==> config.mk <==
export PLATFORM = sky130hd
export DESIGN_NAME = apb_master
export DESIGN_NICKNAME = d
export VERILOG_FILES = /design/src/rtl/apb_master.sv
export SDC_FILE = /design/constraint.sdc
export NUM_CORES = 1
export LEC_CHECK = 0
export CORE_MARGIN = 10
export CORE_UTILIZATION = 35
export DETAILED_ROUTE_END_ITERATION = 12
export GPL_TIMING_DRIVEN = 0
export PLACE_DENSITY = 0.62
export SETUP_SLACK_MARGIN = 0.15
export SYNTH_ARGS = -nofsm -noshare
export SYNTH_HDL_FRONTEND = slang
export SYNTH_SLANG_ARGS = --single-unit
==> constraint.sdc <==
create_clock -name _PCLK -period 3.5 [get_ports _PCLK]
set_input_delay 0.525 -clock _PCLK [delete_from_list [all_inputs] [get_ports _PCLK]]
set_output_delay 0.525 -clock _PCLK [all_outputs]
set_load 0.01 [all_outputs]
==> src/rtl/apb_master.sv <==
// apb_master: turns a valid/ready command into one APB SETUP/ACCESS transfer,
// waits for _PREADY (or an optional timeout), then returns a response on a
// valid/ready channel. Keeps saturating counts of transfers and errors.
// Every output comes straight from a register.
module apb_master #(
    parameter int unsigned TIMEOUT = 16
) (
    input  logic        _PCLK,
    input  logic        _PRESETn,
    // command channel
    input  logic        cmd_valid,
    output logic        cmd_ready,
    input  logic        cmd_write,
    input  logic [31:0] cmd_addr,
    input  logic [31:0] cmd_wdata,
    // response channel
    output logic        rsp_valid,
    input  logic        rsp_ready,
    output logic [31:0] rsp_rdata,
    output logic        rsp_err,
    output logic        rsp_timeout,
    // APB side
    output logic        _PSEL1,
    output logic        _PENABLE,
    output logic        _PWRITE,
    output logic [31:0] _PADDR,
    output logic [31:0] _PWDATA,
    input  logic [31:0] _PRDATA,
    input  logic        _PREADY,
    input  logic        _PSLVERR,
    // statistics
    output logic [15:0] xfer_count,
    output logic [7:0]  err_count
);

    typedef enum logic [1:0] {
        ST_IDLE   = 2'd0,
        ST_SETUP  = 2'd1,
        ST_ACCESS = 2'd2,
        ST_RESP   = 2'd3
    } state_t;

    // Timeout limit as a 16-bit value; zero means "wait forever".
    localparam logic [15:0] TO_LIM = TIMEOUT[15:0];
    localparam logic        TO_EN  = (TIMEOUT != 0);

    state_t      state_q,       state_d;
    logic        cmd_ready_q,   cmd_ready_d;
    logic        psel_q,        psel_d;
    logic        penable_q,     penable_d;
    logic        pwrite_q,      pwrite_d;
    logic [31:0] paddr_q,       paddr_d;
    logic [31:0] pwdata_q,      pwdata_d;
    logic        rsp_valid_q,   rsp_valid_d;
    logic [31:0] rsp_rdata_q,   rsp_rdata_d;
    logic        rsp_err_q,     rsp_err_d;
    logic        rsp_timeout_q, rsp_timeout_d;
    logic [15:0] tcnt_q,        tcnt_d;
    logic [15:0] xfer_q,        xfer_d;
    logic [7:0]  errc_q,        errc_d;
    logic [15:0] tcnt_inc_s;
    logic        done_s;

    assign tcnt_inc_s = tcnt_q + 16'd1;

    // Next-state, captured response and bus-control values for the next edge.
    always_comb begin
        state_d       = state_q;
        pwrite_d      = pwrite_q;
        paddr_d       = paddr_q;
        pwdata_d      = pwdata_q;
        rsp_rdata_d   = rsp_rdata_q;
        rsp_err_d     = rsp_err_q;
        rsp_timeout_d = rsp_timeout_q;
        tcnt_d        = tcnt_q;
        xfer_d        = xfer_q;
        errc_d        = errc_q;
        done_s        = 1'b0;

        case (state_q)
            ST_IDLE: begin
                // cmd_ready_q gates acceptance so a command is only taken
                // when the requester has actually seen ready high.
                if (cmd_valid && cmd_ready_q) begin
                    state_d  = ST_SETUP;
                    pwrite_d = cmd_write;
                    paddr_d  = cmd_addr;
                    pwdata_d = cmd_wdata;
                end else begin
                    state_d = ST_IDLE;
                end
            end
            ST_SETUP: begin
                state_d = ST_ACCESS;
                tcnt_d  = 16'd0;
            end
            ST_ACCESS: begin
                // _PREADY is checked first so it wins over a coincident timeout.
                if (_PREADY) begin
                    state_d       = ST_RESP;
                    rsp_rdata_d   = pwrite_q ? 32'd0 : _PRDATA;
                    rsp_err_d     = _PSLVERR;
                    rsp_timeout_d = 1'b0;
                    done_s        = 1'b1;
                end else if (TO_EN && (tcnt_inc_s == TO_LIM)) begin
                    state_d       = ST_RESP;
                    rsp_rdata_d   = 32'd0;
                    rsp_err_d     = 1'b1;
                    rsp_timeout_d = 1'b1;
                    done_s        = 1'b1;
                end else if (TO_EN) begin
                    tcnt_d = tcnt_inc_s;
                end else begin
                    tcnt_d = tcnt_q;
                end
            end
            ST_RESP: begin
                if (rsp_ready) begin
                    state_d = ST_IDLE;
                end else begin
                    state_d = ST_RESP;
                end
            end
            default: begin
                state_d = ST_IDLE;
            end
        endcase

        // Counters move together on the edge the response is produced.
        if (done_s) begin
            xfer_d = (xfer_q == 16'hFFFF) ? xfer_q : (xfer_q + 16'd1);
            if (rsp_err_d && (errc_q != 8'hFF)) begin
                errc_d = errc_q + 8'd1;
            end else begin
                errc_d = errc_q;
            end
        end else begin
            xfer_d = xfer_q;
            errc_d = errc_q;
        end

        // Registered handshake/bus strobes are decoded from the next state.
        cmd_ready_d = (state_d == ST_IDLE);
        psel_d      = (state_d == ST_SETUP) || (state_d == ST_ACCESS);
        penable_d   = (state_d == ST_ACCESS);
        rsp_valid_d = (state_d == ST_RESP);
    end

    // State and output registers; asynchronous reset abandons any transfer.
    always_ff @(posedge _PCLK or negedge _PRESETn) begin
        if (!_PRESETn) begin
            state_q       <= ST_IDLE;
            cmd_ready_q   <= 1'b0;
            psel_q        <= 1'b0;
            penable_q     <= 1'b0;
            pwrite_q      <= 1'b0;
            paddr_q       <= 32'd0;
            pwdata_q      <= 32'd0;
            rsp_valid_q   <= 1'b0;
            rsp_rdata_q   <= 32'd0;
            rsp_err_q     <= 1'b0;
            rsp_timeout_q <= 1'b0;
            tcnt_q        <= 16'd0;
            xfer_q        <= 16'd0;
            errc_q        <= 8'd0;
        end else begin
            state_q       <= state_d;
            cmd_ready_q   <= cmd_ready_d;
            psel_q        <= psel_d;
            penable_q     <= penable_d;
            pwrite_q      <= pwrite_d;
            paddr_q       <= paddr_d;
            pwdata_q      <= pwdata_d;
            rsp_valid_q   <= rsp_valid_d;
            rsp_rdata_q   <= rsp_rdata_d;
            rsp_err_q     <= rsp_err_d;
            rsp_timeout_q <= rsp_timeout_d;
            tcnt_q        <= tcnt_d;
            xfer_q        <= xfer_d;
            errc_q        <= errc_d;
        end
    end

    assign cmd_ready   = cmd_ready_q;
    assign _PSEL1      = psel_q;
    assign _PENABLE    = penable_q;
    assign _PWRITE     = pwrite_q;
    assign _PADDR      = paddr_q;
    assign _PWDATA     = pwdata_q;
    assign rsp_valid   = rsp_valid_q;
    assign rsp_rdata   = rsp_rdata_q;
    assign rsp_err     = rsp_err_q;
    assign rsp_timeout = rsp_timeout_q;
    assign xfer_count  = xfer_q;
    assign err_count   = errc_q;

endmodule

# Word level (Yosys, flattened, before mapping)
# Cells that the tools add are included.
# W data, S select, Z words.
[classes] addsub=3 reduce_logical=12 mux=19 n_eq_ne=11 bitwise_logic=1
[ops] op="$mux W32" count=3
[ops] op="$add A16 B1 Y16 const B" count=2
[ops] op="$mux W16" count=2
[ops] op="$pmux W16 S2" count=1
[ops] op="$eq A16 B16 Y1 const B" count=1
[ops] op="$eq A16 B5 Y1 const B" count=1
[ops] op="$mux W1" count=9
[ops] op="$add A8 B1 Y8 const B" count=1
[ops] op="$eq A2 B2 Y1 const B" count=4
[ops] op="$ne A8 B8 Y1 const B" count=1
[ops] op="$pmux W2 S4" count=1
[ops] op="$reduce_and A2 Y1" count=4
[ops] op="$mux W2" count=3
[ops] op="$eq A2 B1 Y1 const B" count=2
[ops] op="$logic_not A2 Y1" count=2
[ops] op="$ne A2 B2 Y1 const B" count=2
[ops] op="$reduce_bool A2 Y1" count=2
[ops] op="$reduce_and A3 Y1" count=1
[ops] op="$logic_and A1 B1 Y1" count=2
[ops] op="$logic_or A1 B1 Y1" count=1
[ops] op="$not A1 Y1" count=1
[word_totals] out_inout_bits=127 reg_bits=145

# Longest topological paths before layout
[depth] depth_word=7 depth_mapped=11

# Least setup slack after synthesis
# No wires, ideal clock.
[synth_path] kind="register to register" start="reg tcnt_q[0]" end="reg errc_q[1], in the netlist err_count[1]" slack_ps=534 path_stages_with_launch=10 synth_period_minus_slack_ps=2966 t_arrival_ps=2841 n_path_buf=1 t_required_ps=3375 cell_sequence="dfrtp_1 > ha_1 > and4_1 > nand4_1 > xnor2_1 > or4_1 > or4b_1 > buf_6 > a21oi_1 > mux2_2"
[synth_between] elab_chain_len=7
[synth_rtl] element="start, declared" line="58" text="logic [15:0] tcnt_q, tcnt_d;"
[synth_rtl] element="start signal, assigned" line="178" text="tcnt_q <= tcnt_d;"
[synth_rtl] element="$add A16 B1 Y16 *" line="64" text="assign tcnt_inc_s = tcnt_q + 16'd1;"
[synth_rtl] element="$eq A16 B5 Y1 *" line="105" text="end else if (TO_EN && (tcnt_inc_s == TO_LIM)) begin"
[synth_rtl] element="$mux W1" line="105"
[synth_rtl] element="$mux W1" line="99" text="if (_PREADY) begin"
[synth_rtl] element="$mux W1" line="80" text="case (state_q)"
[synth_rtl] element="$logic_and A1 B1 Y1" line="132" text="if (rsp_err_d && (errc_q != 8'hFF)) begin"
[synth_rtl] element="$reduce_and A2 Y1 (no line) *"
[synth_rtl] element="end signal, assigned" line="180" text="errc_q <= errc_d;"
[synth_rtl] element="end, declared" line="60" text="logic [7:0] errc_q, errc_d;"
# Every way passes the cells marked *; elsewhere a longest branch is shown, timed or not.
# A chain may end at the register's enable or synchronous reset.

# Worst setup path in the final report
# Same ends and word-level chain as after synthesis.

==> results_dict.tcl <==
set metrics [dict create \
    cellPowerDensity_mw_per_mm2 808 \
    layout_commonest_cell "clkdlybuf4s50_1" \
    reg2reg_from "tcnt_q[0]" \
    drt_wl_total_um 20500 \
    grt-ovfl-total 0 \
    antenna_found_initial 0 \
    first_pass_iters 5 \
    fin_ws_ns 0.335 \
    grt_pass1_vias 5581 \
    syn_nets 773 \
    synth_top_area_share_pct 56.3 \
    synth_area_leaders "dfrtp_1 56%, nand2_1 13%, a22o_1 4.5%, xor2_1 2.6%, nand3_1 1.9%" \
    start_util_pct 35.7 \
    n_antenna_cell 0 \
    die_area_mm2 0.0242 \
    synth_cell_types 48 \
    p_leak_nw 4.49 \
    cp_max_fo 9 \
    cpPeakStageDelay_ns 0.53 \
    setup_viol 0 \
    cts-buffers-inserted 17 \
    ys_seq_elements 145 \
    grt_max_degree 88 \
    worstSetupPathType "reg -> reg" \
    row_count 49 \
    endpoint_kind "register" \
    fin_crit_sh_pct 90.4 \
    die_h_um 156 \
    clkLatencyLatePin_ns 0.42 \
    drcViolationCount 0 \
    hpwl_um 15100 \
    vias_per_cell 4.90 \
    pwr-share-clk_pct 26.2 \
    drive_above_1_share_pct 6.59 \
    core-area_mm2 0.0180 \
    fin_cells 1155 \
    status "completed" \
    relSlewSlack_pct 54.9 \
    synth_edf_count 0 \
    dieWidth_um 156 \
    num_vias 5661 \
    cts.sinks 145 \
    io_pins 230 \
    cts_tree "done" \
    synth_flop_cell "dfrtp_1" \
    ff2ff_path_depth 9 \
    worstPathRequired_ns 3.80 \
    seq_power_share_pct 34.5 \
    final_cell_mix "228 x clkdlybuf4s50_1, 222 x nand2_1, 143 x dfrtp_1" \
    placement.io_buffers 229 \
    tightest_slew_ns 0.674 \
    worst_hold_slack_ns 0.0758 \
    total_power_mw 7.88 \
    p_comb_share_pct 39.4 \
    cts_buffer_depth 2 \
    crit_slowest_cell "or4b_1" \
    hp-class "in -> async" \
    rsz0062_at_grt "false" \
    root_buffer "clkbuf_16" \
    worstPathArrival_ns 3.46 \
    syn_area_mm2 0.00644 \
    drtIter0Drc 287 \
    wl_per_cell_um 17.8 \
    fillers 1656 \
    maxCapViolCount 0 \
    p_sw_mw 2.63 \
    cp-start-kind "register" \
    yosysSeqAreaShare_pct 56.3 \
    fin_skew_ns 0.0104 \
    yosysWarningCount 0 \
    max_freq_mhz 316 \
    slew_violations 0 \
    synthCells 663 \
    path_clk_slew_ns 0.06 \
    peakVddDrop_mv 0.504 \
    finalHoldViolCount 0 \
    async_flop_share_pct 100 \
    place_inst 1122 \
    h-tree-depth 4 \
    syn_avg_cell_area_um2 9.72 \
    areaGrowthSynthToFinish_pct 51.4 \
    nets 1023 \
    cts_hold_buf 0 \
    gp_congestion 0.846 \
    preCtsSetupSlack_ns -0.0565 \
    synth_area_leader_cell "dfrtp_1" \
    fin_setup_tns_ns 0 \
    cp_cell_sequence "ha_2, and4_2, nand4_1, xnor2_1, or4_1, or4b_1, buf_6, a21oi_2, mux2_2" \
    swShare_pct 33.3 \
    fin_crit_ns 3.16 \
    grt_pass1_wl_um 32300 \
    p_int_mw 5.25 \
    track_usage_pct 16.7 \
    reg2reg_slack_ns 0.34 \
    regToRegEndpoint "err_count[1]" \
    detail-route-antenna-nets 0 \
]
## worst max-delay path: cells and delay by family (launching register included)
kind	cells	cell delay, ns
muxes	1	0.35
AOI/OAI and AO/OA	1	0.17
buffers and inverters	1	0.17
DFF	1	0.45
and+or+nand+nor	4	1.46
adders and majority gates	1	0.26
xor gates and xnor gates	1	0.19
## metrics by stage
step | area [µm²] | util (%)
2_1_floorplan | 6440 | -
3_3_place_gp | 9020 | 50.0
3_5_place_dp | 9050 | 50.2
4_1_cts | 9720 | 53.9
5_1_grt | 9750 | 54.1
6_report | 9750 | 54.1
## metal layers
metal | wire length, µm | GRT usage (%) | vias to the layer above
met5 | 0 | 0 | -
met2 | 9320 | 25.2 | 224
met1 | 8910 | 21.7 | 2663
met3 | 1930 | 6.04 | 20
met4 | 357 | 5.84 | 0
li1 | - | - | 2754
## sequential cells by signal, summed over array words and instances, names as in the netlist
signal,cells
_PADDR,32
_PENABLE,1
_PSEL1,1
_PWDATA,32
_PWRITE,1
cmd_ready,1
err_count,8
rsp_err,1
rsp_rdata,32
rsp_timeout,1
rsp_valid,1
state_q,2
tcnt_q,16
xfer_count,16
## layout make-up
| type | count | area (µm²) | area share [%] |
|---|---|---|---|
| buffer | 42 | 200 | 2.05 |
| clock buffer | 19 | 433 | 4.44 |
| clock inverter | 13 | 233 | 2.39 |
| inverter | 8 | 30.0 | 0.308 |
| multi-input combinational | 468 | 2610 | 26.8 |
| sequential | 145 | 3630 | 37.2 |
| tap | 229 | 287 | 2.94 |
| timing repair buffer | 231 | 2330 | 23.9 |
## kinds of logic (layout without fill, tap and decap cells)
logic type	count (synthesis)	after routing	synth area share (%)
compound gates	86	86	10.5
xor+xnor	23	23	3.13
fa+ha+maj	7	7	1.36
buf+inv	50	313	3.46
flops	145	145	56.3
mux	9	9	1.50
simple gates	343	343	23.7
## worst max path at each step
stage                   start      endpoint  depth (start not counted)
CTS                 tcnt_q[1]  err_count[1]                          9
floorplan           tcnt_q[0]  err_count[1]                          9
global route        tcnt_q[0]  err_count[1]                          9
global placement     _PRESETn    _PADDR[30]                          1
detailed placement  tcnt_q[0]    tcnt_q[12]                         10
finish              tcnt_q[0]  err_count[1]                          9
## what timing repair did
item / CTS / global route
resized for setup: 4 / 10
setup buffers: 0 / 1
gates cloned: 0 / 0
setup endpoints to repair: 38 / 64
pin swaps: 0 / 1
## power groups by stage
stage	registers [mW]	clock network (mW)	logic, mW
detailed placement	2.73	0	3.12
floorplan	2.96	0	1.13
CTS	2.71	2.12	3.14
global placement	2.71	0	3.10
global route	2.80	2.20	3.41
finish	2.71	2.06	3.10
## Yosys cell counts, types with 8 or more instances
cell	number
nand2_1	222
dfrtp_1	145
a22o_1	33
clkbuf_1	32
nand3_1	25
nor2_1	23
nor3_1	20
xor2_1	19
o21ai_0	18
nand4_1	9
a21oi_1	8
and3_1	8
inv_1	8
Power figures use the tool's default switching activity.
